`config.mk`:
```
export PLATFORM = sky130hd
export DESIGN_NAME = repl_select
export DESIGN_NICKNAME = d
export VERILOG_FILES = /design/src/rtl/repl_select.sv
export SDC_FILE = /design/constraint.sdc
export NUM_CORES = 1
export LEC_CHECK = 0
export BUFFER_PORTS_ARGS = -buffer_cell sky130_fd_sc_hd__buf_2
export CAP_MARGIN = 5
export CELL_PAD_IN_SITES_DETAIL_PLACEMENT = 1
export CELL_PAD_IN_SITES_GLOBAL_PLACEMENT = 1
export CORE_MARGIN = 10
export CORE_UTILIZATION = 22
export DETAILED_ROUTE_END_ITERATION = 8
export PLACE_DENSITY_LB_ADDON = 0.1
export SETUP_SLACK_MARGIN = 0.1
export SYNTH_ARGS = -nofsm -noshare
export SYNTH_HDL_FRONTEND = slang
export SYNTH_SLANG_ARGS = --single-unit
```
`constraint.sdc`:
```
create_clock -name clk -period 0.92 [get_ports clk]
set_clock_uncertainty 0.15 [all_clocks]
set_input_delay 0.184 -clock clk [delete_from_list [all_inputs] [get_ports clk]]
set_output_delay 0.184 -clock clk [all_outputs]
set_load 0.05 [all_outputs]
```
`src/rtl/repl_select.sv`:
```
// Victim way selector for a set-associative cache.
// MODE 0 picks a pseudo-random way from a Galois LFSR, MODE 1 walks a
// per-set tree-PLRU. An invalid way always wins over either policy.
// The result is registered one cycle after the request.
module repl_select #(
  parameter int SET_NUM    = 64,
  parameter int SET_SIZE   = 4,
  parameter int WAY_WIDTH  = $clog2(SET_SIZE),
  parameter int SET_WIDTH  = $clog2(SET_NUM),
  parameter int LFSR_WIDTH = 5,
  parameter logic [LFSR_WIDTH-1:0] TAPS = 5'b00100,
  parameter int SEED       = 1,
  parameter int MODE       = 0
) (
  input  logic                  clk,
  input  logic                  reset,
  input  logic                  req_valid,
  input  logic [SET_WIDTH-1:0]  req_set,
  input  logic [SET_SIZE-1:0]   valid_bits,
  input  logic                  touch_valid,
  input  logic [SET_WIDTH-1:0]  touch_set,
  input  logic [WAY_WIDTH-1:0]  touch_way,
  output logic                  victim_valid,
  output logic [WAY_WIDTH-1:0]  victim_way,
  output logic [LFSR_WIDTH-1:0] lfsr_q
);

  if (SEED == 0) begin : g_bad_seed
    $fatal(1, "repl_select: SEED must be nonzero");
  end

  // One row per set. Nodes 0..SET_SIZE-2 are the heap-ordered PLRU bits;
  // the top bit is spare so node indices fit in WAY_WIDTH bits.
  logic [SET_SIZE-1:0]   plru_mem [SET_NUM];
  logic [LFSR_WIDTH-1:0] lfsr_next;
  logic [SET_SIZE-1:0]   touched_row;
  logic [WAY_WIDTH-1:0]  plru_way;
  logic [WAY_WIDTH-1:0]  invalid_way;
  logic                  has_invalid;
  logic [WAY_WIDTH-1:0]  victim_next;

  // Walk from the root: bit 0 steps to the lower child, bit 1 to the upper.
  // The sequence of decisions, MSB first, is the leaf (way) index.
  function automatic logic [WAY_WIDTH-1:0] plru_leaf(input logic [SET_SIZE-1:0] row);
    logic [WAY_WIDTH-1:0] node;
    logic [WAY_WIDTH-1:0] way;
    node = '0;
    way  = '0;
    for (int l = 0; l < WAY_WIDTH; l++) begin
      way[WAY_WIDTH-1-l] = row[node];
      node = (node << 1) + WAY_WIDTH'(1) + WAY_WIDTH'(row[node]);
    end
    return way;
  endfunction

  // Rewrite every node on the path to the touched way so it points away.
  function automatic logic [SET_SIZE-1:0] plru_touch(input logic [SET_SIZE-1:0] row,
                                                     input logic [WAY_WIDTH-1:0] way);
    logic [SET_SIZE-1:0]  r;
    logic [WAY_WIDTH-1:0] node;
    r    = row;
    node = '0;
    for (int l = 0; l < WAY_WIDTH; l++) begin
      r[node] = ~way[WAY_WIDTH-1-l];
      node = (node << 1) + WAY_WIDTH'(1) + WAY_WIDTH'(way[WAY_WIDTH-1-l]);
    end
    return r;
  endfunction

  // Galois LFSR step: shift right, feed bit 0 back through the tap mask.
  always_comb begin
    lfsr_next = '0;
    lfsr_next[LFSR_WIDTH-1] = lfsr_q[0];
    for (int i = 0; i < LFSR_WIDTH - 1; i++) begin
      lfsr_next[i] = lfsr_q[i+1] ^ (TAPS[i] & lfsr_q[0]);
    end
  end

  // Victim choice: lowest invalid way first, otherwise the mode's policy.
  // The PLRU read uses the stored row, so a same-cycle touch is not seen.
  always_comb begin
    has_invalid = ~&valid_bits;
    invalid_way = '0;
    for (int i = SET_SIZE - 1; i >= 0; i--) begin
      if (!valid_bits[i]) invalid_way = WAY_WIDTH'(i);
    end
    plru_way    = plru_leaf(plru_mem[req_set]);
    touched_row = plru_touch(plru_mem[touch_set], touch_way);
    if (has_invalid)    victim_next = invalid_way;
    else if (MODE == 1) victim_next = plru_way;
    else                victim_next = lfsr_q[WAY_WIDTH-1:0];
  end

  // LFSR and registered victim result.
  always_ff @(posedge clk) begin
    if (reset) begin
      lfsr_q       <= LFSR_WIDTH'(SEED);
      victim_valid <= 1'b0;
      victim_way   <= '0;
    end else begin
      lfsr_q       <= lfsr_next;
      victim_valid <= req_valid;
      if (req_valid) victim_way <= victim_next;
    end
  end

  // PLRU state; only touches modify it, and only in PLRU mode.
  always_ff @(posedge clk) begin
    if (reset) begin
      for (int s = 0; s < SET_NUM; s++) plru_mem[s] <= '0;
    end else if (MODE == 1 && touch_valid) begin
      plru_mem[touch_set] <= touched_row;
    end
  end

endmodule

```
==> run summary, run 1 <==
CTS tree - built
Crit path largest cell delay - 0.35 ns
total clock sinks - 8
cell count after synthesis - 31
number of global-route vias before repair - 330
final setup violation count - 11
initial antenna violation count - 0
CP cell instances - buf_8
Slew HR - 0.882
post-detailed-route count of antenna-violating nets - 0
Setup TNS Final - -1.31 ns
Async SR Flop Fraction - 0
Synth area leader - dfxtp_1
area of the mapped netlist - 325 sq um
I/O Buffers - 14
min Tclk post-route - 1.08 ns
hold crit path type - in -> reg
PnR Total Power - 925 uW
top-area cell type share of the netlist area - 0.492
top cells by area, synth - dfxtp_1 49%, buf_4 9.2%, nor2b_1 7.7%
IO Pins - 30
Reg2Reg Setup Slack - -0.05 ns
worst vdd ir - 0.769 mV
crit path max fanout - 2
Synth-to-Final Area Change - 79.2%
DRC - 0
Main synth FF type - dfxtp_1
Final Wtd Congestion - 0.704
Buf/Inv on CP - 1
final wirelength - 887 microns
Finished Core Util - 0.432
Tightest Pin Transition - 0.176 ns
critical path class - reg -> out
RSZ-0062 raised after global routing - yes
Post-synth EDFFs - 0
Worst EP required - 0.59 ns
largest net degree at the start of global routing - 7
drt pass-1 iters - 1
max frequency - 0.924 GHz
hold_ws - 0.0400 ns
die area - 3420 sq um
Root Driver - clkbuf_4
row cnt - 13
Final Max Slew Viols - 0
Placeable Area - 1350 sq um
initial drt markers - 0
Starting Density - 0.241
WL/cell - 13.6 microns
H-Tree Depth - 1
nets - 73
CTS Buf Count - 3
register bit total from synthesis - 8
Seq/Total Area, Yosys - 0.492
Max-cap violations - 0
CP startpoint kind - flop
count of cell types in the netlist - 16
Power Dens Cells - 1590 nW/um^2
ANT cells - 0
GRT Total Usage - 0.0608
CP max stage cell - dfxtp_4
Clock Path Buffers - 2
post-route setup slack - -0.163 ns
status - finished, violations left
via count - 273
Place WS - -0.0583 ns
count leader, synth - dfxtp_1
Worst-path clk slew - 0.06 ns
syn avg cell area - 10.5 sq um
Setup crit end kind - output pin
DIE WIDTH - 58.5 microns
share of cells above drive strength 1 - 0.760
first-pass GRT wire length - 1530 microns
synthesized net count - 53
violated checks - negative setup slack
Vias/cell - 4.20
Pleak - 0.258 nW
total congestion overflow - 0
Die H - 58.5 microns
final period utilization - 1.18
Critical Path AT - 0.75 ns
count of final hold-check violations - 0
Ys Warns - 0
Worst-Skew Late Latency - 0.26 ns
top post-synthesis cells by count - 8 x dfxtp_1, 4 x buf_4, 4 x nor2b_1
filler instances - 153
crit-path leading delay family - flip-flops
==> power breakdown <==
part           switching [mW]  internal, mW  leakage [nW]
Sequential             0.0180         0.368        0.0695
Combinational           0.130         0.120         0.174
Clock                   0.123         0.166        0.0150
==> metrics by stage <==
| stage | area (sq um) | std cells |
|---|---|---|
| final | 583 | 65 |
| after global routing | 583 | 65 |
| after CTS | 572 | 65 |
| after detailed placement | 415 | 58 |
| after global placement | 415 | 58 |
| after floorplan | 353 | 31 |
==> kinds of logic after synthesis <==
logic type,after synthesis,synth area share
XOR/XNOR,1,0.0269
flip-flops,8,0.492
AND/OR/NAND/NOR,12,0.262
buffers and inverters,6,0.138
AO/OA/AOI/OAI,4,0.0808
==> area by class of cell <==
type | count | area [sq um] | area share
multi-input combinational | 17 | 154 | 0.264
sequential | 8 | 178 | 0.305
timing repair buffer | 20 | 203 | 0.348
clock buffer | 4 | 26.3 | 0.0451
tap | 15 | 18.8 | 0.0322
inverter | 1 | 3.75 | 0.00644
==> flip-flops by register name, summed over array words and instances, names as in the netlist <==
signal        flops
victim_valid      1
victim_way        2
lfsr_q            5
==> per-layer routing <==
layer,track usage,share of wire,routed length [microns]
met1,0.0480,0.31,275
met2,0.106,0.54,483
met3,0.0536,0.15,129
met4,0.0201,0,0
met5,0,0,0
==> worst paths after layout <==
check	start	end	cells past startpoint
hold / removal	valid_bits[2]	victim_way[0]	3
hold reg to reg	lfsr_q[4]	lfsr_q[3]	1
setup reg to reg	lfsr_q[0]	lfsr_q[2]	4
setup / recovery	lfsr_q[3]	lfsr_q[3]	1
==> worst reg2reg max path, cell delays in order (launching register included) <==
cell and delay (ns):
dfxtp_2 0.33, buf_6 0.12, buf_6 0.11, xnor2_2 0.11, nor2_1 0.05
==> cell usage in the layout, fill, tap and decap left out, types with 2 or more instances in the layout <==
| cell | count |
|---|---|
| buf_8 | 8 |
| buf_2 | 6 |
| dfxtp_2 | 5 |
| buf_4 | 4 |
| nor2b_1 | 3 |
| clkbuf_4 | 3 |
| dfxtp_4 | 3 |
| nand2_1 | 2 |
| nor2_1 | 2 |
| buf_6 | 2 |
==> timing repair <==
item / in CTS / in global routing
cloned: 0 / 0
setup buffers: 3 / 0
hold buffers: 0 / 0
setup endpoints to repair: 12 / 13
gates resized for setup: 32 / 2
pin swaps: 2 / 0
Power figures use the tool's default switching activity.
==> run 2: changes to the inputs <==
--- a/config.mk
+++ b/config.mk
@@ -7,7 +7,7 @@
 export LEC_CHECK = 0
 export BUFFER_PORTS_ARGS = -buffer_cell sky130_fd_sc_hd__buf_2
 export CAP_MARGIN = 5
-export CELL_PAD_IN_SITES_DETAIL_PLACEMENT = 1
+export CELL_PAD_IN_SITES_DETAIL_PLACEMENT = 0
 export CELL_PAD_IN_SITES_GLOBAL_PLACEMENT = 1
 export CORE_MARGIN = 10
 export CORE_UTILIZATION = 22
==> run 2 against run 1 <==
  * The run still ends with negative setup slack left
  * Core utilization grew 1.1 points
  * Clock power about the same
  * Routed wire length down 6.2%
  * Sequential share of layout area fell by 0.77 points
  * First-iteration DRC count is 7 higher
  * Design area up 2.6%
  * Maximum frequency down 0.27%
  * Via count is 1.5% lower
  * Flip-flop and latch count did not move
  * Global-route usage down 0.39 points
  * Critical path depth is the same
  * Die area stayed put
==> run summary, run 2 (synthesis gave the netlist of run 1 again) <==
status - finished, violations left
violated checks - negative setup slack
worst vdd ir - 0.626 mV
Max-cap violations - 0
row cnt - 13
Clock Path Buffers - 2
largest net degree at the start of global routing - 7
final std cells w/o fill - 65
Final Max Slew Viols - 0
filler instances - 135
Worst-path clk slew - 0.06 ns
DRC - 0
most common cell after layout, fill and taps aside - buf_8
Hold Path Sink - victim_way[0]
Reg2Reg Depth - 4
ANT cells - 0
Root Driver - clkbuf_4
final period utilization - 1.18
GRT Total Usage - 0.0569
post-detailed-route count of antenna-violating nets - 0
Hold Crit Depth - 3
crit-path leading delay family - flip-flops
via count - 269
hold_ws - 0.0294 ns
Worst-Skew Late Latency - 0.26 ns
FF+latch area - 178 sq um
placed insts - 58
Most flops, register - lfsr_q
Synth-to-Final Area Change - 83.8%
initial antenna violation count - 0
CP cell instances - buf_8
WL/cell - 12.8 microns
Crit path largest cell delay - 0.35 ns
R2R Path Start - lfsr_q[0]
die area - 3420 sq um
share of cells above drive strength 1 - 0.760
hold crit path type - in -> reg
crit path max fanout - 2
CP max stage cell - dfxtp_4
Critical R2R Capture - lfsr_q[2]
Pleak - 0.260 nW
Power Dens Cells - 1550 nW/um^2
post-route setup slack - -0.166 ns
IO Pins - 30
first-pass GRT wire length - 1410 microns
critical hold path startpoint - valid_bits[2]
initial drt markers - 7
CTS Buf Count - 3
max frequency - 0.921 GHz
CTS tree - built
number of global-route vias before repair - 325
I/O Buffers - 14
Setup crit end kind - output pin
H-Tree Depth - 1
Die H - 58.5 microns
Critical Path AT - 0.75 ns
drt pass-1 iters - 3
CP startpoint kind - flop
total clock sinks - 8
Slew HR - 0.883
critical path class - reg -> out
DIE WIDTH - 58.5 microns
count of final hold-check violations - 0
Starting Density - 0.241
commonest non-fill, non-tap cells in the layout - 8 x buf_8, 6 x buf_2, 5 x dfxtp_2
Setup TNS Final - -1.27 ns
PnR Total Power - 928 uW
Reg2Reg Setup Slack - -0.06 ns
total congestion overflow - 0
final wirelength - 832 microns
final setup violation count - 10
max FFs per register - 5
Vias/cell - 4.14
min Tclk post-route - 1.09 ns
Buf/Inv on CP - 1
Final Wtd Congestion - 0.704
Multi-input gate area - 165 sq um
RSZ-0062 raised after global routing - yes
nets - 73
Worst EP required - 0.59 ns
Tightest Pin Transition - 0.174 ns
Regs by FF count - lfsr_q: 5 flops, victim_way: 2 flops, victim_valid: 1 flops
Placeable Area - 1350 sq um
==> run 2: cell counts in the layout (fill, tap and decap cells not counted) <==
No cell type changed its count.
==> run 2: how the worst max path moves through the flow <==
stage	start	to	slack [ns]	cells past startpoint
3_5_place_dp	reset	victim_way[0]	-0.05	3
4_1_cts	victim_way[0]	victim_way[0]	-0.17	1
2_1_floorplan	victim_way[0]	victim_way[0]	-0.02	3
5_1_grt	victim_way[1]	victim_way[1]	-0.20	1
6_report	victim_way[1]	victim_way[1]	-0.17	1
3_3_place_gp	reset	victim_way[0]	-0.03	3
==> run 2: final cells by class <==
type                       instances  area share
clock buffer                       4      0.0439
inverter                           1     0.00628
multi-input combinational         17       0.276
sequential                         8       0.297
tap                               15      0.0314
timing repair buffer              20       0.345
==> run 2: timing repair <==
action	4_1_cts	5_1_grt
hold buffers	0	0
pin swaps	3	1
buffers inserted	3	0
resized for setup	33	3
setup endpoints to repair	11	13
==> run 2: metrics by stage <==
step           worst slack (ns)  area, sq um  utilization
2_1_floorplan           -0.0223          353            -
3_3_place_gp            -0.0288          415        0.308
3_5_place_dp            -0.0493          415        0.308
4_1_cts                  -0.174          576        0.426
5_1_grt                  -0.204          598        0.443
6_report                 -0.166          598        0.443
==> run 2: routing by layer <==
layer  share of wire  track usage
met2            0.50       0.0895
met5               0            0
met1            0.34       0.0445
met4               0       0.0503
met3            0.15       0.0451
==> run 2: report_power, final <==
part / switching (mW) / leakage [nW] / internal, mW / total [mW]
Clock: 0.120 / 0.0150 / 0.166 / 0.286
Sequential: 0.0183 / 0.0695 / 0.368 / 0.387
Combinational: 0.133 / 0.175 / 0.123 / 0.256
Total: 0.271 / 0.260 / 0.657 / 0.928
==> run 3: changes to the inputs <==
--- a/config.mk
+++ b/config.mk
@@ -13,7 +13,7 @@
 export CORE_UTILIZATION = 22
 export DETAILED_ROUTE_END_ITERATION = 8
 export PLACE_DENSITY_LB_ADDON = 0.1
-export SETUP_SLACK_MARGIN = 0.1
+export SETUP_SLACK_MARGIN = 0.2
 export SYNTH_ARGS = -nofsm -noshare
 export SYNTH_HDL_FRONTEND = slang
 export SYNTH_SLANG_ARGS = --single-unit
==> run 3 against run 2 <==
  * The run still ends with negative setup slack left
  * Critical path depth did not move
  * Core utilization fell by 1.8 points
  * Non-clock buffer count rose by 1
  * Total power fell by 3.8%
  * Critical path type unchanged
  * Highest routed layer unchanged
==> run summary, run 3 (synthesis gave the netlist of run 1 again) <==
status - finished, violations left
violated checks - negative setup slack
Final Wtd Congestion - 0.678
first-pass GRT wire length - 1480 microns
Combinational Power Share - 0.272
Placeable Area - 1350 sq um
drt pass-1 iters - 2
Setup crit end kind - output pin
Place WS - -0.0902 ns
Tightest Pin Transition - 0.238 ns
Synth-to-Final Area Change - 76.5%
number of global-route vias before repair - 314
share of cells above drive strength 1 - 0.720
final wirelength - 845 microns
total clock sinks - 8
Worst-Skew Late Latency - 0.25 ns
M1 GR Usage - 0.0530
critical hold path startpoint - valid_bits[0]
GRT met3 Usage - 0.0601
hold_ws - 0.0561 ns
Worst-path clk slew - 0.05 ns
via count - 274
Final Max Slew Viols - 0
Power Dens Cells - 1550 nW/um^2
Worst EP required - 0.59 ns
Starting Density - 0.241
final std cells w/o fill - 65
H-Tree Depth - 1
M2 GR Usage - 0.0910
Crit path largest cell delay - 0.35 ns
Buf/Inv on CP - 1
Clock Path Buffers - 2
Slew HR - 0.840
ANT cells - 0
post-detailed-route count of antenna-violating nets - 0
CTS Hold Buffers Added - 0
IO Pins - 30
total congestion overflow - 0
switching share of power - 0.291
CP cell instances - buf_8
Pleak - 0.255 nW
DIE WIDTH - 58.5 microns
final setup violation count - 13
Max-cap violations - 0
DP Area - 428 sq um
largest net degree at the start of global routing - 7
commonest non-fill, non-tap cells in the layout - 8 x buf_8, 6 x buf_2, 5 x buf_4
crit path max fanout - 3
CTS tree - built
critical path class - reg -> out
final period utilization - 1.17
Die H - 58.5 microns
I/O Buffers - 14
CP startpoint kind - flop
initial antenna violation count - 0
hold crit path type - in -> reg
RSZ-0062 raised after global routing - yes
sw power - 260 uW
min Tclk post-route - 1.08 ns
Root Driver - clkbuf_4
sequential power share - 0.432
CP max stage cell - dfxtp_2
max frequency - 0.926 GHz
P_int - 633 uW
count of final hold-check violations - 0
Most flops, register - lfsr_q
max FFs per register - 5
WL/cell - 13.0 microns
GRT Max-Usage Layer - met2
placed insts - 59
CTS Buf Count - 3
worst vdd ir - 0.827 mV
Clock power frac - 0.296
filler instances - 138
initial drt markers - 2
row cnt - 13
R2R Path Start - lfsr_q[0]
crit path from - lfsr_q[0]
post-route design area - 574 sq um
crit-path leading delay family - flip-flops
post-route setup slack - -0.160 ns
GRT Total Usage - 0.0596
most common cell after layout, fill and taps aside - buf_8
die area - 3420 sq um
nets - 74
Critical Path AT - 0.75 ns
PnR Total Power - 893 uW
DRC - 0
Vias/cell - 4.22
Regs by FF count - lfsr_q: 5 flops, victim_way: 2 flops, victim_valid: 1 flops
run 3: final cells by class:
type                       instances  area, sq um  area share
timing repair buffer              21          210       0.366
inverter                           1         3.75     0.00654
tap                               15         18.8      0.0327
sequential                         8          180       0.314
clock buffer                       3         22.5      0.0392
multi-input combinational         17          139       0.242
run 3: final timing paths:
kind / end / slack (ns) / cells after the start
max reg2reg: lfsr_q[2] / -0.08 / 4
max: lfsr_q[0] / -0.16 / 1
min: victim_way[1] / 0.06 / 3
min reg2reg: lfsr_q[1] / 0.33 / 1
run 3: what timing repair did:
item / in CTS / in global routing
setup buffers: 3 / 0
pin swaps: 1 / 1
endpoints found under the setup margin: 13 / 13
gates cloned: 0 / 0
resized for setup: 27 / 1
run 3: through the flow:
stage,utilization,setup TNS (ns)
6_report,0.425,-1.36
3_5_place_dp,0.317,-0.0902
4_1_cts,0.423,-1.47
3_3_place_gp,0.317,-0.0274
5_1_grt,0.425,-1.91
2_1_floorplan,-,-0.0223
run 3: power groups by stage:
stage / Sequential, mW / Combinational (mW) / Clock [mW]
floorplan: 0.419 / 0.119 / 0
global placement: 0.383 / 0.176 / 0
detailed placement: 0.384 / 0.178 / 0
CTS: 0.385 / 0.244 / 0.277
global route: 0.388 / 0.259 / 0.313
finish: 0.385 / 0.243 / 0.264
run 3: routing by layer:
| layer | routed length (microns) | share of wire |
|---|---|---|
| met1 | 305 | 0.36 |
| met2 | 422 | 0.50 |
| met3 | 116 | 0.14 |
| met4 | 0 | 0 |
| met5 | 0 | 0 |
